## src/rtl/branch_pkg.sv

```systemverilog
// branch_pkg: shared branch-type encodings, resolve FSM states and the default fall-through increment
package branch_pkg;
  localparam int PC_INC_DEFAULT = 1;
  typedef enum logic [1:0] {
    BR_BEQ  = 2'b00,
    BR_BNE  = 2'b01,
    BR_BLTZ = 2'b10,
    BR_BGTZ = 2'b11
  } br_type_t;
  typedef enum logic {
    ST_RUN    = 1'b0,
    ST_SHADOW = 1'b1
  } state_t;
endpackage

```

## src/rtl/branch_cond.sv

```systemverilog
// branch_cond: combinational branch condition (br_type, rs, rt -> taken), signed zero tests on rs
module branch_cond
  import branch_pkg::*;
#(
  parameter int DATA_WIDTH = 32
) (
  input  logic [1:0]            br_type,
  input  logic [DATA_WIDTH-1:0] rs,
  input  logic [DATA_WIDTH-1:0] rt,
  output logic                  taken
);
  logic neg;
  assign neg = rs[DATA_WIDTH-1];
  assign taken = br_type == BR_BEQ  ? rs == rt :
                 br_type == BR_BNE  ? rs != rt :
                 br_type == BR_BLTZ ? neg :
                 !neg && |rs;
endmodule

```

## src/rtl/branch_resolve.sv

```systemverilog
// branch_resolve: EX-stage branch resolution with mispredict flush/redirect, wrong-path shadow squash and saturating counters
module branch_resolve
  import branch_pkg::*;
#(
  parameter int PC_WIDTH      = 32,
  parameter int DATA_WIDTH    = 32,
  parameter int PC_INC        = PC_INC_DEFAULT,
  parameter int SHADOW_CYCLES = 2,
  parameter int CNT_WIDTH     = 16
) (
  input  logic                  clk,
  input  logic                  reset,
  input  logic                  stall,
  input  logic                  branch_inst_idex,
  input  logic                  prediction_idex,
  input  logic [1:0]            br_type_idex,
  input  logic [PC_WIDTH-1:0]   pc_addr_idex,
  input  logic [PC_WIDTH-1:0]   target_addr_idex,
  input  logic [DATA_WIDTH-1:0] rs_data,
  input  logic [DATA_WIDTH-1:0] rt_data,
  output logic                  branch_result,
  output logic                  skip_en,
  output logic                  flush,
  output logic [PC_WIDTH-1:0]   redirect_pc,
  output logic [CNT_WIDTH-1:0]  branch_cnt,
  output logic [CNT_WIDTH-1:0]  mispredict_cnt
);
  state_t state, state_nx;
  logic [2:0] cnt, cnt_nx;
  logic taken, active, miss;
  logic [PC_WIDTH-1:0] fallthrough;
  branch_cond #(.DATA_WIDTH(DATA_WIDTH)) u_cond (
    .br_type(br_type_idex),
    .rs     (rs_data),
    .rt     (rt_data),
    .taken  (taken)
  );
  assign fallthrough = pc_addr_idex + PC_WIDTH'(PC_INC);
  assign active = branch_inst_idex && !stall && state == ST_RUN;
  assign miss = active && taken != prediction_idex;
  always_comb begin
    state_nx = stall ? state : miss ? ST_SHADOW : (state == ST_SHADOW && cnt == 3'd1) ? ST_RUN : state;
    cnt_nx = stall ? cnt : miss ? 3'(SHADOW_CYCLES) : state == ST_SHADOW ? cnt - 3'd1 : cnt;
  end
  always_ff @(posedge clk or negedge reset) begin
    if (!reset) begin
      state          <= ST_RUN;
      cnt            <= '0;
      branch_result  <= 1'b0;
      skip_en        <= 1'b0;
      flush          <= 1'b0;
      redirect_pc    <= '0;
      branch_cnt     <= '0;
      mispredict_cnt <= '0;
    end else begin
      state   <= state_nx;
      cnt     <= cnt_nx;
      skip_en <= active;
      flush   <= miss;
      if (active) begin
        branch_result <= taken;
        if (branch_cnt != '1) branch_cnt <= branch_cnt + 1'b1;
      end
      if (miss) begin
        redirect_pc <= taken ? target_addr_idex : fallthrough;
        if (mispredict_cnt != '1) mispredict_cnt <= mispredict_cnt + 1'b1;
      end
    end
  end
endmodule

```

## config.mk

```make
export PLATFORM = sky130hd
export DESIGN_NAME = branch_resolve
export DESIGN_NICKNAME = d
export VERILOG_FILES = /design/src/rtl/branch_pkg.sv /design/src/rtl/branch_cond.sv /design/src/rtl/branch_resolve.sv
export SDC_FILE = /design/constraint.sdc
export NUM_CORES = 1
export LEC_CHECK = 0
export CORE_MARGIN = 8
export CORE_UTILIZATION = 45
export CTS_BUF_LIST = sky130_fd_sc_hd__clkbuf_16
export CTS_CLUSTER_SIZE = 10
export DETAILED_ROUTE_END_ITERATION = 10
export PLACE_DENSITY = 0.91
export SLEW_MARGIN = 20
export SYNTH_ARGS = -nofsm -noshare
export SYNTH_HDL_FRONTEND = slang
export SYNTH_SLANG_ARGS = --single-unit
```

## constraint.sdc

```tcl
create_clock -name clk -period 5.2 [get_ports clk]
set_clock_uncertainty 0.05 [all_clocks]
set_input_delay 0.52 -clock clk [delete_from_list [all_inputs] [get_ports clk]]
set_output_delay 0.52 -clock clk [all_outputs]
set_load 0.01 [all_outputs]
```

Yosys cells after proc, flatten, opt, wreduce, memory -nomap -nowiden
Index checks and enable logic that the tools add are counted.
{"block": "word_totals", "reg_bits": 71, "output_inout_bits": 67, "elab_cells": 45}
{"block": "op_classes", "addsub": 4, "eq_ne": 8, "n_mux": 8, "bitwise": 2, "n_reduce_logical": 15}
{"cell": "16-bit by 1-bit adder with 16-bit output, second input constant", "n": 2}
{"cell": "32-bit by 1-bit adder with 32-bit output, second input constant", "n": 1}
{"cell": "32-bit == test", "n": 1}
{"cell": "32-bit 2-to-1 mux", "n": 1}
{"cell": "16-bit != test, second input constant", "n": 2}
{"cell": "32-bit != test", "n": 1}
{"cell": "32-bit OR reduction", "n": 1}
{"cell": "2-bit AND reduction", "n": 4}
{"cell": "3-bit 2-to-1 mux", "n": 2}
{"cell": "1-bit logical AND", "n": 5}
{"cell": "1-bit 2-to-1 mux", "n": 5}
{"cell": "2-bit nonzero test", "n": 2}
{"cell": "3-bit by 1-bit == test with 1-bit output, second input constant", "n": 1}
{"cell": "3-bit by 1-bit subtractor with 3-bit output, second input constant", "n": 1}
{"cell": "2-bit by 1-bit == test with 1-bit output, second input constant", "n": 1}
{"cell": "2-bit == test, second input constant", "n": 1}
{"cell": "1-bit logical NOT", "n": 2}
{"cell": "2-bit logical NOT", "n": 1}
{"cell": "1-bit NOT", "n": 2}
{"cell": "1-bit != test", "n": 1}

Depth between registers and ports, before layout
Gate-level depths: netlist (run 1).
{"block": "logic_depth", "word_depth": 9, "mapped_depth": 10}

By module
A second synthesis (run 1) with hierarchy kept.
{"block": "hier_totals", "cells_unflattened": 460, "hier_area_um2": 4284.1}
{"mod": "branch_resolve", "n_inst": 1, "cells_per_inst": 401, "area_per_inst_um2": 3826.2, "seq_area_each_um2": 1776.7}
{"mod": "branch_cond", "n_inst": 1, "cells_per_inst": 59, "area_per_inst_um2": 457.9, "seq_area_each_um2": 0.0}

Least setup slack after synthesis (run 1)
No wires, ideal clock.
{"block": "synth_path", "path_kind": "input to register", "start": "input port rs_data[8]", "end": "register redirect_pc[10]", "setup_ns": 0.125, "t_arrival_ns": 2.409, "t_required_ns": 5.025, "setup_slack_ns": 2.616, "cell_stages": 8, "path_cell_list": "nor4_1 > nand4_1 > o211a_1 > or4_1 > a21o_1 > nand3_4 > clkbuf_8 > mux2_2"}
{"block": "synth_between", "elab_chain_len": 7, "elab_cells_between_ends": 10}
{"element": "start, declared", "line": "branch_resolve.sv:19", "rtl": "input logic [DATA_WIDTH-1:0] rs_data,"}
{"element": "32-bit OR reduction", "line": "branch_cond.sv:17", "rtl": "!neg && |rs;"}
{"element": "1-bit logical AND", "line": "branch_cond.sv:17"}
{"element": "1-bit 2-to-1 mux", "line": "branch_cond.sv:16", "rtl": "br_type == BR_BLTZ ? neg :"}
{"element": "1-bit 2-to-1 mux", "line": "branch_cond.sv:15", "rtl": "br_type == BR_BNE ? rs != rt :"}
{"element": "1-bit 2-to-1 mux *", "line": "branch_cond.sv:14", "rtl": "assign taken = br_type == BR_BEQ ? rs == rt :"}
{"element": "1-bit != test", "line": "branch_resolve.sv:40", "rtl": "assign miss = active && taken != prediction_idex;"}
{"element": "1-bit logical AND", "line": "branch_resolve.sv:40"}
{"element": "end signal, assigned", "line": "branch_resolve.sv:65", "rtl": "redirect_pc <= taken ? target_addr_idex : fallthrough;"}
{"element": "end, declared", "line": "branch_resolve.sv:24", "rtl": "output logic [PC_WIDTH-1:0] redirect_pc,"}
Every way passes the cells marked *; elsewhere a longest branch is shown, timed or not.
A chain may end at the register's enable or synchronous reset.

Worst setup path in the final report (run 1)
{"block": "layout_path", "start": "input port rs_data[15]", "end": "register mispredict_cnt[1]"}
{"block": "layout_between", "elab_chain_len": 8, "elab_cells_between_ends": 10}
{"element": "32-bit OR reduction", "line": "branch_cond.sv:17"}
{"element": "1-bit logical AND", "line": "branch_cond.sv:17"}
{"element": "1-bit 2-to-1 mux", "line": "branch_cond.sv:16"}
{"element": "1-bit 2-to-1 mux", "line": "branch_cond.sv:15"}
{"element": "1-bit 2-to-1 mux *", "line": "branch_cond.sv:14"}
{"element": "1-bit != test *", "line": "branch_resolve.sv:40"}
{"element": "1-bit logical AND *", "line": "branch_resolve.sv:40"}
{"element": "2-bit AND reduction (no source line) *"}
{"element": "end signal, assigned", "line": "branch_resolve.sv:66", "rtl": "if (mispredict_cnt != '1) mispredict_cnt <= mispredict_cnt + 1'b1;"}
{"element": "end, declared", "line": "branch_resolve.sv:26", "rtl": "output logic [CNT_WIDTH-1:0] mispredict_cnt"}
Marked as above.

==> results of run 1 <==
-- cell families (layout without fill, tap and decap cells) --
logic type,after synthesis,count (layout),share of synthesized area (%)
AND/OR/NAND/NOR,178,178,20.9
AO/OA/AOI/OAI,42,42,5.28
multiplexers,35,35,9.17
adder cells (fa/ha/maj),5,5,1.45
XOR/XNOR,93,93,18.9
buffers and inverters,25,229,3.13
flip-flops,71,71,41.2
-- worst max path at each step --
stage / to / cells after the start
detailed placement: mispredict_cnt[1] / 9
global route: mispredict_cnt[1] / 9
finish: mispredict_cnt[1] / 9
global placement: mispredict_cnt[1] / 9
CTS: mispredict_cnt[1] / 9
floorplan: redirect_pc[10] / 8
-- cells in the mapped netlist, drive strengths merged (2+ instances only) --
| cell type | instances |
|---|---|
| and3 | 7 |
| o21ai | 3 |
| mux2 | 33 |
| nor2b | 4 |
| clkbuf | 4 |
| nand4 | 30 |
| xor2 | 20 |
| nand2 | 31 |
| inv | 12 |
| nor4 | 10 |
| buf | 9 |
| xnor2 | 73 |
| and4 | 6 |
| a21o | 2 |
| nor3 | 11 |
| mux2i | 2 |
| nor2 | 49 |
| nand3 | 25 |
| ha | 5 |
| a21oi | 33 |
| dfrtp | 71 |
-- state kept, by name (all words and copies together) (netlist names) --
name and flops:
mispredict_cnt 16, cnt 3, branch_result 1, branch_cnt 16, flush 1, skip_en 1
state 1, redirect_pc 32
-- cells in the final DEF, fill, tap and decap left out, types with 3 or more instances in the layout --
| cell | count |
|---|---|
| nor2_1 | 49 |
| o21ai_0 | 3 |
| dfrtp_1 | 71 |
| and4_1 | 6 |
| clkbuf_16 | 9 |
| and3_1 | 7 |
| nor3_1 | 11 |
| nand2_1 | 31 |
| mux2_2 | 31 |
| nand3_1 | 24 |
| clkdlybuf4s50_1 | 200 |
| xnor2_1 | 73 |
| xor2_1 | 20 |
| a21oi_1 | 33 |
| nor2b_1 | 4 |
| nor4_1 | 10 |
| bufinv_16 | 3 |
| ha_1 | 5 |
| inv_1 | 12 |
| nand4_1 | 30 |
-- metrics by stage --
step           worst slack (ps)  cell area, um^2  hold WS, ps
3_3_place_gp               1590             6390          420
3_5_place_dp               1520             6390          429
2_1_floorplan              2620             4310          174
6_report                   1800             6750          248
4_1_cts                    1860             6750          301
5_1_grt                    1640             6750          329
-- power by group through the flow --
stage,clock (mW),combinational (mW),sequential [mW]
3_3_place_gp,0,0.912,0.860
5_1_grt,0.759,1.00,0.887
4_1_cts,0.737,0.946,0.864
3_5_place_dp,0,0.941,0.871
6_report,0.719,0.936,0.865
2_1_floorplan,0,0.307,0.931
-- final cells by class --
type,instances,area share (%)
repair buffers,201,29.8
clock buffers,9,3.34
clock inverters,7,1.89
flip-flops and latches,71,26.3
well taps,129,2.39
multi-input cells,353,35.6
inverters,12,0.667
-- critical path, stage by stage --
cell	delay, ps
clkdlybuf4s50_1	460
nor4_1	430
nand4_1	140
o211a_1	260
or4_1	470
a21o_1	230
nand3_4	470
nand2_1	210
mux2_4	340
-- routing by layer --
layer	up-vias	part of all wire, %	routed length, um
li1	1976	-	-
met1	1985	39	5550
met2	165	52	7370
met3	22	7.8	1110
met4	0	1.8	263
met5	-	0	0
==> results.py, run 1 <==
metrics = {
    "outcome": {
        "outcome": "completed",
    },
    "sta": {
        "final_max_slew_viol_count": 0,
        "max_freq_mhz": 294,
        "rsz0062_at_grt": "false",
        "setup_violations": 0,
        "final-hold-violation-count": 0,
        "min_period_ps": 3400,
        "finalCritPeriodShare_pct": 65.3,
        "tightest_slew_ps": 885,
        "slew_headroom_pct": 41.0,
        "timing.setup.tns_ps": 0,
    },
    "synth": {
        "synthTopCellsByArea": "dfrtp_1, xnor2_1, mux2_2, nand4_1, nor2_1",
        "yosysWarnings": 0,
        "ys_seq_area_share_pct": 41.2,
        "synthCells": 449,
        "yosys.area.top_type": "dfrtp_1",
        "synth-main-ff-cell": "dfrtp_1",
        "netlist-cell-type-count": 37,
        "synth_top_area_share_pct": 41.2,
        "async_flop_share_pct": 100,
        "syn-cell-area_um2": 4310,
        "avgSynthCellArea_um2": 9.60,
        "synth_edf_count": 0,
        "synth_nets": 589,
        "yosys_register_bits": 71,
    },
    "global_route": {
        "gr-usage-met2_pct": 38.6,
        "grt.met3_usage_pct": 6.02,
        "grtUsageTotal_pct": 21.8,
        "grt_antenna_before_repair": 0,
        "use_met1_pct": 24.5,
        "grt_max_degree": 72,
        "grt-busiest-layer": "met2",
        "grt_pass1_wl_um": 22500,
        "grt_pass1_vias": 4416,
        "overflow": 0,
    },
    "clocking": {
        "post_cts_resized": 0,
        "post-cts-setup-buffer-count": 0,
        "clock_tree.root_cell": "clkbuf_16",
        "cts_made_buffers": 9,
        "htreeDepth": 3,
        "clock_latency_ps": 320,
        "cts_tree": "yes",
        "holdBufCountCts": 0,
        "cts_num_sinks": 71,
        "path_clk_slew_ps": 60,
        "max-clock-path-buffers": 2,
    },
    "pwr": {
        "p_seq_share_pct": 34.3,
        "net-switching-power_mw": 0.747,
        "pwr_density_cell_nw_per_um2": 373,
        "p_sw_share_pct": 29.7,
        "clock_power_share_pct": 28.5,
        "combinationalPowerShare_pct": 37.2,
        "leakage_nw": 2.62,
        "irDropWorstVdd_uv": 265,
        "p_int_mw": 1.77,
        "power_mw": 2.52,
    },
    "floorplan": {
        "ios": 202,
        "die_x_um": 114,
        "coreArea_um2": 9280,
        "initial_core_util_pct": 46.4,
        "die_area_um2": 13000,
        "placementRows": 35,
        "fp.dieH_um": 114,
    },
    "route": {
        "vias": 4148,
        "drt_iter0_drc": 276,
        "routed_wl_um": 14300,
        "wl_per_cell_um": 18.3,
        "ant_nets": 0,
        "viasPerCell": 5.30,
        "drtPass1Iterations": 4,
        "drc": 0,
    },
    "cells_and_area": {
        "multi_input_area_um2": 2400,
        "nets": 788,
        "fin_cells": 782,
        "area_delta_synth_final_pct": 56.5,
        "drive_gt1_share_pct": 7.81,
        "fin_util_pct": 72.7,
        "nFillCells": 689,
        "diodes": 0,
        "final-seq-area_um2": 1780,
    },
    "placed_design": {
        "place_inst": 766,
        "dp_hpwl_um": 11400,
        "routabilityCongestion": 0.859,
        "io_buffers": 201,
    },
    "setup_path": {
        "r2r-start": "state",
        "crit_required_ps": 5360,
        "regToRegEndpoint": "mispredict_cnt[1]",
        "critPathKind": "input pin to register",
        "critPathCaptureType": "register",
        "cp.arrival_ps": 3560,
        "r2r_cells": 7,
        "start_kind": "input pin",
        "worstSetupStartpoint": "rs_data[15]",
        "path_max_fanout": 54,
        "rrSetupSlack_ps": 2600,
    },
    "hold_path": {
        "hp-class": "input pin to asynchronous set/reset pin",
    },
    "flow_run": {
        "cap_violations": 0,
    },
}
(Power assumes the default switching activity.)
==> run 2: changes to the inputs <==
--- a/config.mk
+++ b/config.mk
@@ -6,11 +6,11 @@
 export NUM_CORES = 1
 export LEC_CHECK = 0
 export CORE_MARGIN = 8
-export CORE_UTILIZATION = 45
+export CORE_UTILIZATION = 38
 export CTS_BUF_LIST = sky130_fd_sc_hd__clkbuf_16
 export CTS_CLUSTER_SIZE = 10
 export DETAILED_ROUTE_END_ITERATION = 10
-export PLACE_DENSITY = 0.91
+export PLACE_DENSITY = 0.82
 export SLEW_MARGIN = 20
 export SYNTH_ARGS = -nofsm -noshare
 export SYNTH_HDL_FRONTEND = slang
==> constraint.sdc (replaced) <==
create_clock -name clk -period 3.05 [get_ports clk]
set_clock_uncertainty 0.05 [all_clocks]
set_input_delay 0.305 -clock clk [delete_from_list [all_inputs] [get_ports clk]]
set_output_delay 0.305 -clock clk [all_outputs]
set_load 0.01 [all_outputs]
==> run 2 against run 1 <==
Register-to-register slack got worse by 1900 ps. Combinational power increased by 71%. Final area increased by 1.4%. Clock power increased by 53%. Sequential power increased by 72%. Flip-flop and latch count unchanged. Wire length decreased by 2.4%. Critical endpoint is now redirect_pc[21].
==> results.py, run 2 (synthesis results as in run 1) <==
metrics = {
    "floorplan": {
        "placementRows": 39,
        "fp.dieH_um": 123,
        "ios": 202,
        "die_x_um": 123,
        "die_area_um2": 15000,
        "initial_core_util_pct": 38.4,
        "coreArea_um2": 11200,
    },
    "sta": {
        "tightest_slew_ps": 885,
        "final-hold-violation-count": 0,
        "finalCritPeriodShare_pct": 92.4,
        "min_period_ps": 2820,
        "hold_ws_ps": 55.8,
        "slew_headroom_pct": 41.0,
        "timing.setup.tns_ps": 0,
        "setup_ws_ps": 233,
        "setup_violations": 0,
        "max_freq_mhz": 355,
        "rsz0062_at_grt": "false",
        "final_max_slew_viol_count": 0,
    },
    "clocking": {
        "htreeDepth": 3,
        "clock_tree.root_cell": "clkbuf_16",
        "cts_tree": "yes",
        "cts_made_buffers": 9,
        "clock_latency_ps": 320,
        "cts_num_sinks": 71,
        "holdBufCountCts": 0,
        "max-clock-path-buffers": 2,
        "post-cts-setup-buffer-count": 0,
        "post_cts_resized": 0,
        "path_clk_slew_ps": 60,
    },
    "global_route": {
        "overflow": 0,
        "grtUsageTotal_pct": 18.6,
        "grt.met3_usage_pct": 4.97,
        "grt_max_degree": 72,
        "grt-busiest-layer": "met2",
        "use_met1_pct": 21.5,
        "grt_antenna_before_repair": 0,
        "grt_pass1_vias": 4478,
        "grt_pass1_wl_um": 22400,
        "gr-usage-met2_pct": 32.5,
    },
    "cells_and_area": {
        "area_delta_synth_final_pct": 58.7,
        "nFillCells": 930,
        "final_common_cell": "clkdlybuf4s50_1",
        "reg_top3": "redirect_pc: 32 flops, branch_cnt: 16 flops, mispredict_cnt: 16 flops",
        "final_cell_mix": "clkdlybuf4s50_1, xnor2_1, dfrtp_1, nor2_1, a21oi_1",
        "regMostFlops": "redirect_pc",
        "drive_gt1_share_pct": 9.32,
        "nets": 801,
        "diodes": 0,
        "largest_reg_flops": 32,
    },
    "setup_path": {
        "critPathCaptureType": "register",
        "path_max_fanout": 18,
        "critPathKind": "input pin to register",
        "start_kind": "input pin",
        "crit_required_ps": 3200,
        "cp.arrival_ps": 2970,
    },
    "route": {
        "wl_per_cell_um": 17.3,
        "drt_iter0_drc": 204,
        "vias": 4115,
        "viasPerCell": 5.09,
        "routed_wl_um": 13900,
        "drtPass1Iterations": 4,
        "ant_nets": 0,
        "drc": 0,
    },
    "hold_path": {
        "hp-class": "input pin to asynchronous set/reset pin",
    },
    "pwr": {
        "leakage_nw": 2.67,
        "pwr_density_cell_nw_per_um2": 612,
        "irDropWorstVdd_uv": 459,
        "power_mw": 4.19,
    },
    "outcome": {
        "outcome": "completed",
    },
    "placed_design": {
        "io_buffers": 201,
        "dp_hpwl_um": 11300,
        "place_ws_ps": -96.3,
        "routabilityCongestion": 0.904,
    },
    "flow_run": {
        "cap_violations": 0,
    },
}
-- run 2: layout make-up --
cell class                 instances  area, um^2  area share (%)
tap                              143         179            2.61
inverter                          12        45.0           0.658
clock buffer                       9         225            3.29
multi-input combinational        353        2400            35.1
clock inverter                     6        85.1            1.24
sequential                        71        1780            26.0
timing repair buffer             214        2130            31.2
-- run 2: final timing paths --
| kind | startpoint | end | slack (ps) | cells past startpoint |
|---|---|---|---|---|
| min in group clk | branch_result | branch_result | 440 | 2 |
| setup / recovery | rs_data[7] | redirect_pc[21] | 230 | 9 |
| setup reg to reg | branch_cnt[7] | branch_cnt[15] | 710 | 8 |
| max in group asynchronous | reset | redirect_pc[5] | 2320 | 1 |
| hold reg to reg | branch_result | branch_result | 440 | 2 |
| hold / removal | reset | mispredict_cnt[10] | 60 | 1 |
-- run 2: worst max-delay path: stages --
cell and delay, ps:
clkdlybuf4s50_1 440, nor4_1 400, nand4_1 160, o211a_1 280, or4_1 470, a21o_1 210
nand3_4 150, buf_12 180, mux2_2 350
-- run 2: per-stage QoR --
step                      instance area [um^2]  std cells  util [%]
after global routing                      6840        808      61.0
after CTS                                 6840        808      61.0
after detailed placement                  6530        793      58.2
after global placement                    6530        793      58.2
after floorplan                           4310        449         -
final                                     6840        808      61.0
-- run 2: report_power, final --
group	internal [mW]	total [mW]	switching (mW)
Clock	0.710	1.10	0.392
Sequential	1.25	1.49	0.232
Combinational	0.978	1.60	0.624
-- run 2: routing by layer --
metal,part of all wire (%),wire (um)
met3,8.2,1150
met4,2.1,291
met2,50,6950
met5,0,0
met1,40,5560
==> run 3: changes to the inputs <==
--- a/config.mk
+++ b/config.mk
@@ -5,6 +5,7 @@
 export SDC_FILE = /design/constraint.sdc
 export NUM_CORES = 1
 export LEC_CHECK = 0
+export CAP_MARGIN = 20
 export CORE_MARGIN = 8
 export CORE_UTILIZATION = 38
 export CTS_BUF_LIST = sky130_fd_sc_hd__clkbuf_16
==> results of run 3 <==
Same layout as run 2: the final DEF is identical, and so are final timing and power.
